File: src/rtl/s838_fi_shell.sv
// s838_fi_shell
// Sequential shell around the combinational s838 core. Holds the 32-bit Y
// state register, drives it to the core and captures the core's next state
// each RUN cycle. A bounded fault-injection session can flip chosen Y bits on
// one chosen run cycle. Over the session, the core's Z/W outputs are
// compacted into a MISR signature, so a golden run and a faulty run can be
// compared.
//
// Ports
//   CK, RST         clock (rising edge), synchronous active-high reset
//   start           one-cycle session start pulse (honoured only in IDLE)
//   cfg_cycles      session length in cycles (0 = immediate DONE)
//   cfg_inj_cycle   0-based run cycle at which the mask is applied
//   cfg_inj_mask    bit k-1 flips Y_k (0 = golden run)
//   X_in, clear_in  core inputs; wired to the core one level up
//   core_y          Y register to core (bit k-1 = Y_k)
//   core_next       core next-state outputs (bit k-1 = next Y_k)
//   core_z, core_w  core Z / W outputs
//   busy            high while in RUN
//   done            one-cycle pulse on entry to DONE
//   z_q, w_q        registered Z / W
//   signature       MISR value, held after DONE
//   final_y         Y snapshot at session end
//
// Optional build macro SCAN_CHAIN_EN adds scan_en/scan_in/scan_out. When
// scan_en=1, Y shifts toward Y_32 and all other state freezes.

module s838_fi_shell #(
  parameter int CNT_W = 16,
  parameter int SIG_W = 16
) (
  input  logic             CK,
  input  logic             RST,
  input  logic             start,
  input  logic [CNT_W-1:0] cfg_cycles,
  input  logic [CNT_W-1:0] cfg_inj_cycle,
  input  logic [31:0]      cfg_inj_mask,
  input  logic             X_in,
  input  logic             clear_in,
  output logic [31:0]      core_y,
  input  logic [31:0]      core_next,
  input  logic             core_z,
  input  logic             core_w,
  output logic             busy,
  output logic             done,
  output logic             z_q,
  output logic             w_q,
  output logic [SIG_W-1:0] signature,
  output logic [31:0]      final_y
`ifdef SCAN_CHAIN_EN
  ,
  input  logic             scan_en,
  input  logic             scan_in,
  output logic             scan_out
`endif
);

  typedef enum logic [1:0] {S_IDLE, S_RUN, S_DONE} state_t;

  // Galois taps below the implicit x^SIG_W term.
  localparam logic [SIG_W-1:0] TAPS = (SIG_W == 32) ? SIG_W'(64'h0040_0007)
                                                    : SIG_W'(64'h0000_1021);

  function automatic logic [SIG_W-1:0] misr_step(input logic [SIG_W-1:0] s,
                                                 input logic z,
                                                 input logic w);
    logic [SIG_W-1:0] n;
    n = {s[SIG_W-2:0], 1'b0};
    if (s[SIG_W-1]) n = n ^ TAPS;
    n[1:0] = n[1:0] ^ {w, z};
    return n;
  endfunction

  state_t           state_q;
  logic [31:0]      y_q;
  logic [CNT_W-1:0] cnt_q;
  logic [CNT_W-1:0] cyc_q;
  logic [CNT_W-1:0] inj_q;
  logic [31:0]      mask_q;
  logic [SIG_W-1:0] sig_q;

  logic [31:0]      y_d;
  logic [SIG_W-1:0] sig_d;
  logic             last_d;

  // X_in and clear_in feed the core directly at the level above; the shell
  // only carries them through its port list.
  logic unused_core_ins;
  assign unused_core_ins = X_in ^ clear_in;

  assign core_y    = y_q;
  assign signature = sig_q;
`ifdef SCAN_CHAIN_EN
  assign scan_out  = y_q[31];
`endif

  always_comb begin
    y_d    = core_next ^ ((cnt_q == inj_q) ? mask_q : 32'h0);
    sig_d  = misr_step(sig_q, core_z, core_w);
    // cyc_q >= 1 whenever RUN is active, so the subtraction never wraps there.
    last_d = (cnt_q == (cyc_q - CNT_W'(1)));
  end

  always_ff @(posedge CK) begin
    if (RST) begin
      state_q <= S_IDLE;
      y_q     <= '0;
      cnt_q   <= '0;
      cyc_q   <= '0;
      inj_q   <= '0;
      mask_q  <= '0;
      sig_q   <= '0;
      z_q     <= 1'b0;
      w_q     <= 1'b0;
      busy    <= 1'b0;
      done    <= 1'b0;
      final_y <= '0;
    end else begin
`ifdef SCAN_CHAIN_EN
      if (scan_en) begin
        y_q <= {y_q[30:0], scan_in};
      end else
`endif
      begin
        case (state_q)
          S_IDLE: begin
            if (start) begin
              cyc_q  <= cfg_cycles;
              inj_q  <= cfg_inj_cycle;
              mask_q <= cfg_inj_mask;
              y_q    <= '0;
              cnt_q  <= '0;
              sig_q  <= '0;
              if (cfg_cycles == '0) begin
                state_q <= S_DONE;
                done    <= 1'b1;
                final_y <= '0;
              end else begin
                state_q <= S_RUN;
                busy    <= 1'b1;
              end
            end
          end
          S_RUN: begin
            y_q   <= y_d;
            z_q   <= core_z;
            w_q   <= core_w;
            sig_q <= sig_d;
            cnt_q <= cnt_q + CNT_W'(1);
            if (last_d) begin
              state_q <= S_DONE;
              busy    <= 1'b0;
              done    <= 1'b1;
              final_y <= y_d;
            end
          end
          S_DONE: begin
            done    <= 1'b0;
            state_q <= S_IDLE;
          end
          default: state_q <= S_IDLE;
        endcase
      end
    end
  end

endmodule

File: config.mk
export PLATFORM = sky130hd
export DESIGN_NAME = s838_fi_shell
export DESIGN_NICKNAME = d
export VERILOG_FILES = /design/src/rtl/s838_fi_shell.sv
export SDC_FILE = /design/constraint.sdc
export NUM_CORES = 1
export LEC_CHECK = 0
export ABC_AREA = 1
export CORE_ASPECT_RATIO = 0.9
export CORE_MARGIN = 4
export CORE_UTILIZATION = 30
export CTS_CLUSTER_DIAMETER = 40
export DETAILED_ROUTE_END_ITERATION = 12
export SYNTH_ARGS = -nofsm -noshare
export SYNTH_HDL_FRONTEND = slang
export SYNTH_SLANG_ARGS = --single-unit
File: constraint.sdc
create_clock -name CK -period 2.56 [get_ports CK]
set_input_delay 0.256 -clock CK [delete_from_list [all_inputs] [get_ports CK]]
set_output_delay 0.256 -clock CK [all_outputs]
set_load 0.03 [all_outputs]
==> results of run 1 <==
-- logic make-up (layout without fill, tap and decap cells) --
family / after synthesis / in the layout / share of synthesized area [%]
simple gates: 434 / 434 / 24.7
compound gates: 260 / 260 / 19.1
flops: 166 / 166 / 44.0
buf+inv: 143 / 312 / 7.74
xor+xnor: 36 / 36 / 4.18
fa+ha+maj: 2 / 2 / 0.331
-- routing by layer --
metal	GRT usage, %	vias to the layer above	part of all wire [%]
met5	0	-	0.056
met4	3.33	2	0.69
met3	4.89	13	6.2
met2	26.0	172	45
met1	22.5	3405	48
li1	-	3743	-
-- path summary, 6_finish.rpt --
kind / end / slack (ns) / from
setup reg to reg: cnt_q[13] / 0.26 / cnt_q[0]
hold reg to reg: core_y[14] / 0.46 / core_y[14]
hold / removal: inj_q[0] / 0.38 / RST
setup / recovery: cnt_q[13] / 0.26 / cnt_q[0]
-- power by group --
group | internal (mW) | total (mW) | switching, mW
logic | 1.42 | 3.68 | 2.27
registers | 3.05 | 3.36 | 0.312
clock network | 1.38 | 2.49 | 1.11
total | 5.85 | 9.53 | 3.69
-- flip-flops by register name (all words and copies together) (netlist names) --
register	count
busy	1
cnt_q	16
core_y	32
cyc_q	16
done	1
final_y	32
inj_q	16
mask_q	32
signature	16
state_q	2
w_q	1
z_q	1
-- worst min-delay path: cells and delay by family --
family / cells / cell delay (ns)
AO/OA/AOI/OAI: 1 / 0.14
AND/OR/NAND/NOR: 1 / 0.04
buffers and inverters: 2 / 0.29
-- synthesized netlist by cell type, drive strengths merged --
cell,number
nand2,174
dfxtp,166
a21oi,141
nor2,122
nand3,112
o21ai,80
inv,75
clkbuf,38
o21bai,32
buf,29
xnor2,23
xor2,13
nand4,9
nor4,6
a221oi,5
nand3b,4
or2,3
and2,2
ha,2
nor3,2
a211oi,1
clkinv,1
o211ai,1
-- final cells by class --
class / instances / area [sq um] / area share, %
Clock buffer: 19 / 443 / 4.29
Clock inverter: 13 / 123 / 1.19
Inverter: 76 / 285 / 2.76
Multi-Input combinational cell: 732 / 3660 / 35.4
Sequential cell: 166 / 3320 / 32.2
Tap cell: 336 / 420 / 4.07
Timing Repair Buffer: 204 / 2070 / 20.1
-- through the flow --
stage | worst slack, ns | power (mW) | hold WS, ns
after floorplan | 0.674 | 5.74 | 0.384
after global placement | 0.134 | 7.07 | 0.450
after detailed placement | 0.121 | 7.12 | 0.455
after CTS | 0.308 | 9.63 | 0.371
after global routing | 0.0212 | 10.2 | 0.420
final | 0.259 | 9.53 | 0.377
-- what timing repair did --
item / CTS / global route
endpoints found under the setup margin: 0 / 1
gates resized for setup: 0 / 1
buffers inserted: 0 / 0
==> summary.md, run 1 <==
| Metric | Value |
|---|---|
| Clock H-tree levels | 4 |
| Post-synthesis sequential area ratio | 44.0% |
| Pin count of the biggest net entering global routing | 67 |
| VDD IR max | approximately 0.41 mV |
| Syn Area/Cell | 7.25 sq um |
| Setup tns final | 0 ns |
| Share of cells above drive strength 1 | 6.12% |
| Hold-fix buffers, CTS | 0 |
| Clk_lat worst skew | 0.42 ns |
| Vias in the first global route | 6919 |
| Synthesized net count | 1146 |
| Crit-path max cell delay | between 0.4 and 0.5 ns |
| Worst setup SP type | flop |
| Overall Global Routing Usage | 16.4% |
| Area share of the largest cell type after synthesis | roughly 44% |
| Die area | 27800 sq um |
| #FFs+latches synth | 166 |
| Clk slew on worst S/H paths | 0.07 ns |
| Clock tree buffer depth | 2 |
| Largest area contributor in the netlist | dfxtp_1 |
| Most common cell after layout, fill and taps aside | clkdlybuf4s50_1 |
| GRT Residual Overflow | 0 |
| Hold Vio Cnt, Final | 0 |
| RSZ-0062 raised after global routing | no |
| Ys Warns | 0 |
| Worst Path Max Fanout | 7 |
| Period utilisation layout | between 80% and 90% |
| WP depth | 12 |
| Global-route wire length before repair | 36.6 mm |
| Critical path class | flop to flop |
| CTS Sinks | between 150 and 200 |
| Most frequent cells in the layout | clkdlybuf4s50_1 (183), nand2_1 (171), dfxtp_1 (166), a21oi_1 (132), nor2_1 (117) |
| RePlAce Congestion | 0.825 |
| Final Critical Period | between 2 and 2.5 ns |
| DR WL/cell | between 15 and 20 um |
| Ranking of synthesized cells by area | dfxtp_1 (44%), a21oi_1 (8.8%), nand2_1 (8.6%) |
| Non-Filler Instances | 1546 |
| # fillers | 2544 |
| First DRT Iteration DRCs | 408 |
| CP endpoint kind | flop |
| Initial antenna violation count | 1 |
| Post-synth cell types | 33 |
| Hold depth | 4 |
| Relative slew margins | 44.7% |
| Family with the most delay on the worst path | simple AND/OR/NAND/NOR gates |
| Core Area | around 25000 sq um |
| DR pass1 iterations | 5 |
| Least-Margin Pin Slew | about 0.83 ns |
| CTS tree | done |
| Die Ht | around 160 um |
| Final Instance Area | between 10000 and 15000 sq um |
| # DRC | 0 |
| Detailed Place HPWL | around 16 mm |
| Max Slew Vio Count | 0 |
| CP bufs+invs | 0 |
| Die width | 175 um |
| Worst R2R Path Depth | 12 |
| Buffers on Ports | 184 |
| Initial Utilization | between 30% and 40% |
| Post-Synthesis Cells | 1041 |
| Drt total wl | 23.3 mm |
| N_diodes | 0 |
| Final setup viols | 0 |
| Drt via density | 4.74 |
| Post-layout util | a little over two fifths |
| Outcome | complete, no violations |
| Achievable clock frequency | 435 MHz |
| Critical-path cell with the highest stage delay | dfxtp_1 |
| CP dominant cell by count | nand2_1 |
| Number of max-cap violations | 0 |
| Clk root buf | clkbuf_16 |
| Area Overhead vs Synth | 36.8% |
| Tightest Hold Check Type | input pin to flop |
| Placement Rows | 54 |
| Crit-path cells | nand2_1 -> nor2_1 -> nand2_1 -> nor2_1 -> nand2_1 -> nor3_1 -> nand3_1 -> nor2_1 -> nand2_1 -> nand2_1 -> nand3_1 -> a21oi_1 |
| Number of I/O pins | 187 |
| Routed via count | 7335 |
| Leak pwr | 3.73 nW |
| Dpl cells | 1514 |
| Worst Clk Skew | 0.0149 ns |
| WP data required | approximately 2.9 ns |
| Layout Nets | 1302 |
| Post-route ant nets | 0 |
| TritonCTS Buffers | 17 |
| Synthesized area | between 7000 and 8000 sq um |
| Pwr dens | 923 nW/um^2 |
| Critical path arrival | 2.64 ns |
| Area after DPL | just under 10000 sq um |
Power figures use the tool's default switching activity.
==> inputs of run 2 (changes only) <==
--- a/config.mk
+++ b/config.mk
@@ -11,6 +11,7 @@
 export CORE_UTILIZATION = 30
 export CTS_CLUSTER_DIAMETER = 40
 export DETAILED_ROUTE_END_ITERATION = 12
+export SKIP_CTS_REPAIR_TIMING = 1
 export SYNTH_ARGS = -nofsm -noshare
 export SYNTH_HDL_FRONTEND = slang
 export SYNTH_SLANG_ARGS = --single-unit
==> results of run 2 <==
Same layout as run 1: the final DEF is identical, and so are final timing and power.
==> inputs of run 3 (changes only) <==
--- a/config.mk
+++ b/config.mk
@@ -5,7 +5,7 @@
 export SDC_FILE = /design/constraint.sdc
 export NUM_CORES = 1
 export LEC_CHECK = 0
-export ABC_AREA = 1
+export ABC_AREA = 0
 export CORE_ASPECT_RATIO = 0.9
 export CORE_MARGIN = 4
 export CORE_UTILIZATION = 30
==> run 3 against run 2 <==
Effect of this change: cell area is 2.6% lower; sequential power decreased by 18%; combinational power is 75% lower; maximum frequency fell by 4.5%; synthesized area fell by 3.3%; critical path type unchanged; largest cell class unchanged; highest routed layer unchanged.
==> summary.md, run 3 <==
| Metric | Value |
|---|---|
| Die width | around 170 um |
| Clk root buf | clkbuf_16 |
| Post-Synthesis Cells | 894 |
| Adder-cell share of the synthesized area | 0.343% |
| Synthesized net count | 999 |
| # fillers | 2407 |
| WP data required | 2.86 ns |
| Combinational Power Share | between 10% and 20% |
| First DRT Iteration DRCs | 383 |
| Setup tns final | 0 ns |
| Synth cell count leaders | nand2_1 (242), dfxtp_1 (166), nor2_1 (81) |
| Die area | between 20000 and 30000 sq um |
| Ranking of synthesized cells by area | dfxtp_1 (46%), nand2_1 (12%), xnor2_1 (7.2%) |
| Xor/xnor share of the synthesized area | just under 9% |
| Max Slew Vio Count | 0 |
| VDD IR max | 0.308 mV |
| Ys Warns | 0 |
| RePlAce Congestion | between 0.7 and 0.8 |
| Crit-path cells | inv_1 -> ha_1 -> nor3b_4 -> a21o_1 -> nand2_1 -> a2111oi_2 -> and2_4 -> nand3_4 -> buf_12 -> mux2i_1 |
| Drt via density | 4.91 |
| Detailed Place HPWL | between 15 and 20 mm |
| Post-synth EDFFs | 0 |
| Initial Utilization | 30.8% |
| Syn Area/Cell | 8.16 sq um |
| Part of the power in registers | 45.0% |
| Pwr dens | 606 nW/um^2 |
| RSZ-0062 raised after global routing | no |
| DR pass1 iterations | 7 |
| Number of I/O pins | 187 |
| CP endpoint kind | flop |
| Placement Rows | 53 |
| Number of max-cap violations | 0 |
| CTS Sinks | 166 |
| Mux share of post-synthesis cell area | between 4 and 5% |
| Area Overhead vs Synth | 37.9% |
| Largest family of logic cells by synthesized area | simple AND/OR/NAND/NOR gates |
| Overall Global Routing Usage | 16.5% |
| Initial antenna violation count | 1 |
| Clk slew on worst S/H paths | approximately 0.07 ns |
| Compound-cell area share of the yosys netlist | 14.5% |
| Area share of the largest cell type after synthesis | 45.5% |
| Critical path class | flop to flop |
| Worst setup SP type | flop |
| TritonCTS Buffers | 17 |
| Leak pwr | 3.75 nW |
| Critical-path cell with the highest stage delay | a2111oi_2 |
| Most frequent cell after synthesis | nand2_1 |
| Vias in the first global route | around 6500 |
| Clock Power Share | around 40% |
| Worst Path Max Fanout | 32 |
| Hold Vio Cnt, Final | 0 |
| Critical path arrival | 2.71 ns |
| Global-route wire length before repair | 35.5 mm |
| Post-synthesis sequential area ratio | 45.5% |
| GRT Residual Overflow | 0 |
| Pin count of the biggest net entering global routing | 60 |
| NetSw | 1.73 mW |
| Post-synth cell types | 48 |
| Buffers on Ports | about 180 |
| Share of cells above drive strength 1 | 6.85% |
| Layout Nets | 1159 |
| Switching share of power | 28.4% |
| DR WL/cell | roughly 16 um |
| Routed via count | between 6000 and 7000 |
| Hold depth | 2 |
| Core Area | 23700 sq um |
| Clk_lat worst skew | 0.42 ns |
| Outcome | complete, no violations |
| Ys async rst share | 0% |
| Family with the most delay on the worst path | simple AND/OR/NAND/NOR gates |
| Die Ht | 156 um |
| WP depth | 10 |
| Worst Clk Skew | roughly 0.011 ns |
| Relative slew margins | between 50 and 60% |
| Cell-internal power | 4.37 mW |
| Post-route ant nets | 0 |
| Tightest Hold Check Type | input pin to flop |
| Achievable clock frequency | 415 MHz |
| Largest area contributor in the netlist | dfxtp_1 |
| CTS tree | done |
| # DRC | 0 |
| Final setup viols | 0 |
| Drt total wl | roughly 22 mm |
| Clock tree buffer depth | 2 |
| #FFs+latches synth | 166 |
| Crit-path max cell delay | 0.42 ns |
| Final Critical Period | 2.41 ns |
| CP bufs+invs | 2 |
| Most frequent cells in the layout | nand2_1 (242), clkdlybuf4s50_1 (183), dfxtp_1 (166), nor2_1 (79), a21oi_1 (75) |
| Synthesized area | 7300 sq um |
| Post-Synth Simple-Gate Area | 22.1% |
| Period utilisation layout | 94.1% |
| N_diodes | 0 |
| Worst R2R Path Depth | 10 |
| Least-Margin Pin Slew | about 0.68 ns |
| Tot Pwr | 6.10 mW |
| Most common cell after layout, fill and taps aside | nand2_1 |
| Clock H-tree levels | 4 |
| Dominant register cell in the synthesized netlist | dfxtp_1 |
-- run 3: changes by cell type after synthesis, sizes merged, moves of 24 or more --
cell / before / now
clkbuf: 38 / 62
inv: 75 / 5
a21oi: 141 / 76
o21ai: 80 / 10
mux2i: 0 / 32
nor2: 122 / 81
xnor2: 23 / 60
nand2: 174 / 242
a22oi: 0 / 51
nand3: 112 / 12
o21bai: 32 / 0
-- run 3: final timing paths --
check	startpoint	endpoint	slack, ns
max	cyc_q[1]	final_y[0]	0.15
min	RST	cnt_q[13]	0.33
max reg2reg	cyc_q[1]	final_y[0]	0.15
min reg2reg	mask_q[29]	mask_q[29]	0.46
-- run 3: cell families after synthesis --
family                     count (synthesis)
AOI/OAI and AO/OA                        166
xor gates and xnor gates                  74
adders and majority gates                  2
buffers and inverters                     75
DFF                                      166
muxes                                     32
and+or+nand+nor                          379
-- run 3: layout make-up --
type / count / area (sq um) / share of cell area (%)
Clock buffer: 18 / 429 / 4.27
Clock inverter: 13 / 118 / 1.17
Inverter: 5 / 18.8 / 0.187
Multi-Input combinational cell: 653 / 3700 / 36.8
Sequential cell: 166 / 3320 / 33.0
Tap cell: 302 / 378 / 3.76
Timing Repair Buffer: 211 / 2090 / 20.8
-- run 3: metrics by stage --
stage | hold slack [ns] | setup WS (ns) | cells | instance area [sq um] | utilization (%)
after floorplan | 0.392 | 0.292 | 894 | 7300 | -
after global placement | 0.441 | 0.129 | 1337 | 9510 | 40.2
after detailed placement | 0.447 | 0.0576 | 1337 | 9510 | 40.2
after CTS | 0.330 | 0.0307 | 1368 | 10100 | 42.5
after global routing | 0.363 | 0.00554 | 1368 | 10100 | 42.5
final | 0.326 | 0.151 | 1368 | 10100 | 42.5
-- run 3: per-layer routing --
metal,vias up,GRT usage (%),wire [um]
li1,3342,-,-
met1,3138,23.2,10500
met2,207,24.4,9540
met3,27,4.99,1730
met4,2,4.83,388
met5,-,0,13
-- run 3: power by group through the flow --
stage	clock network (mW)	logic, mW	registers (mW)
floorplan	0	0.477	2.85
global placement	0	0.930	2.80
detailed placement	0	0.938	2.80
CTS	2.48	0.942	2.75
global route	2.61	1.03	2.76
finish	2.41	0.937	2.75
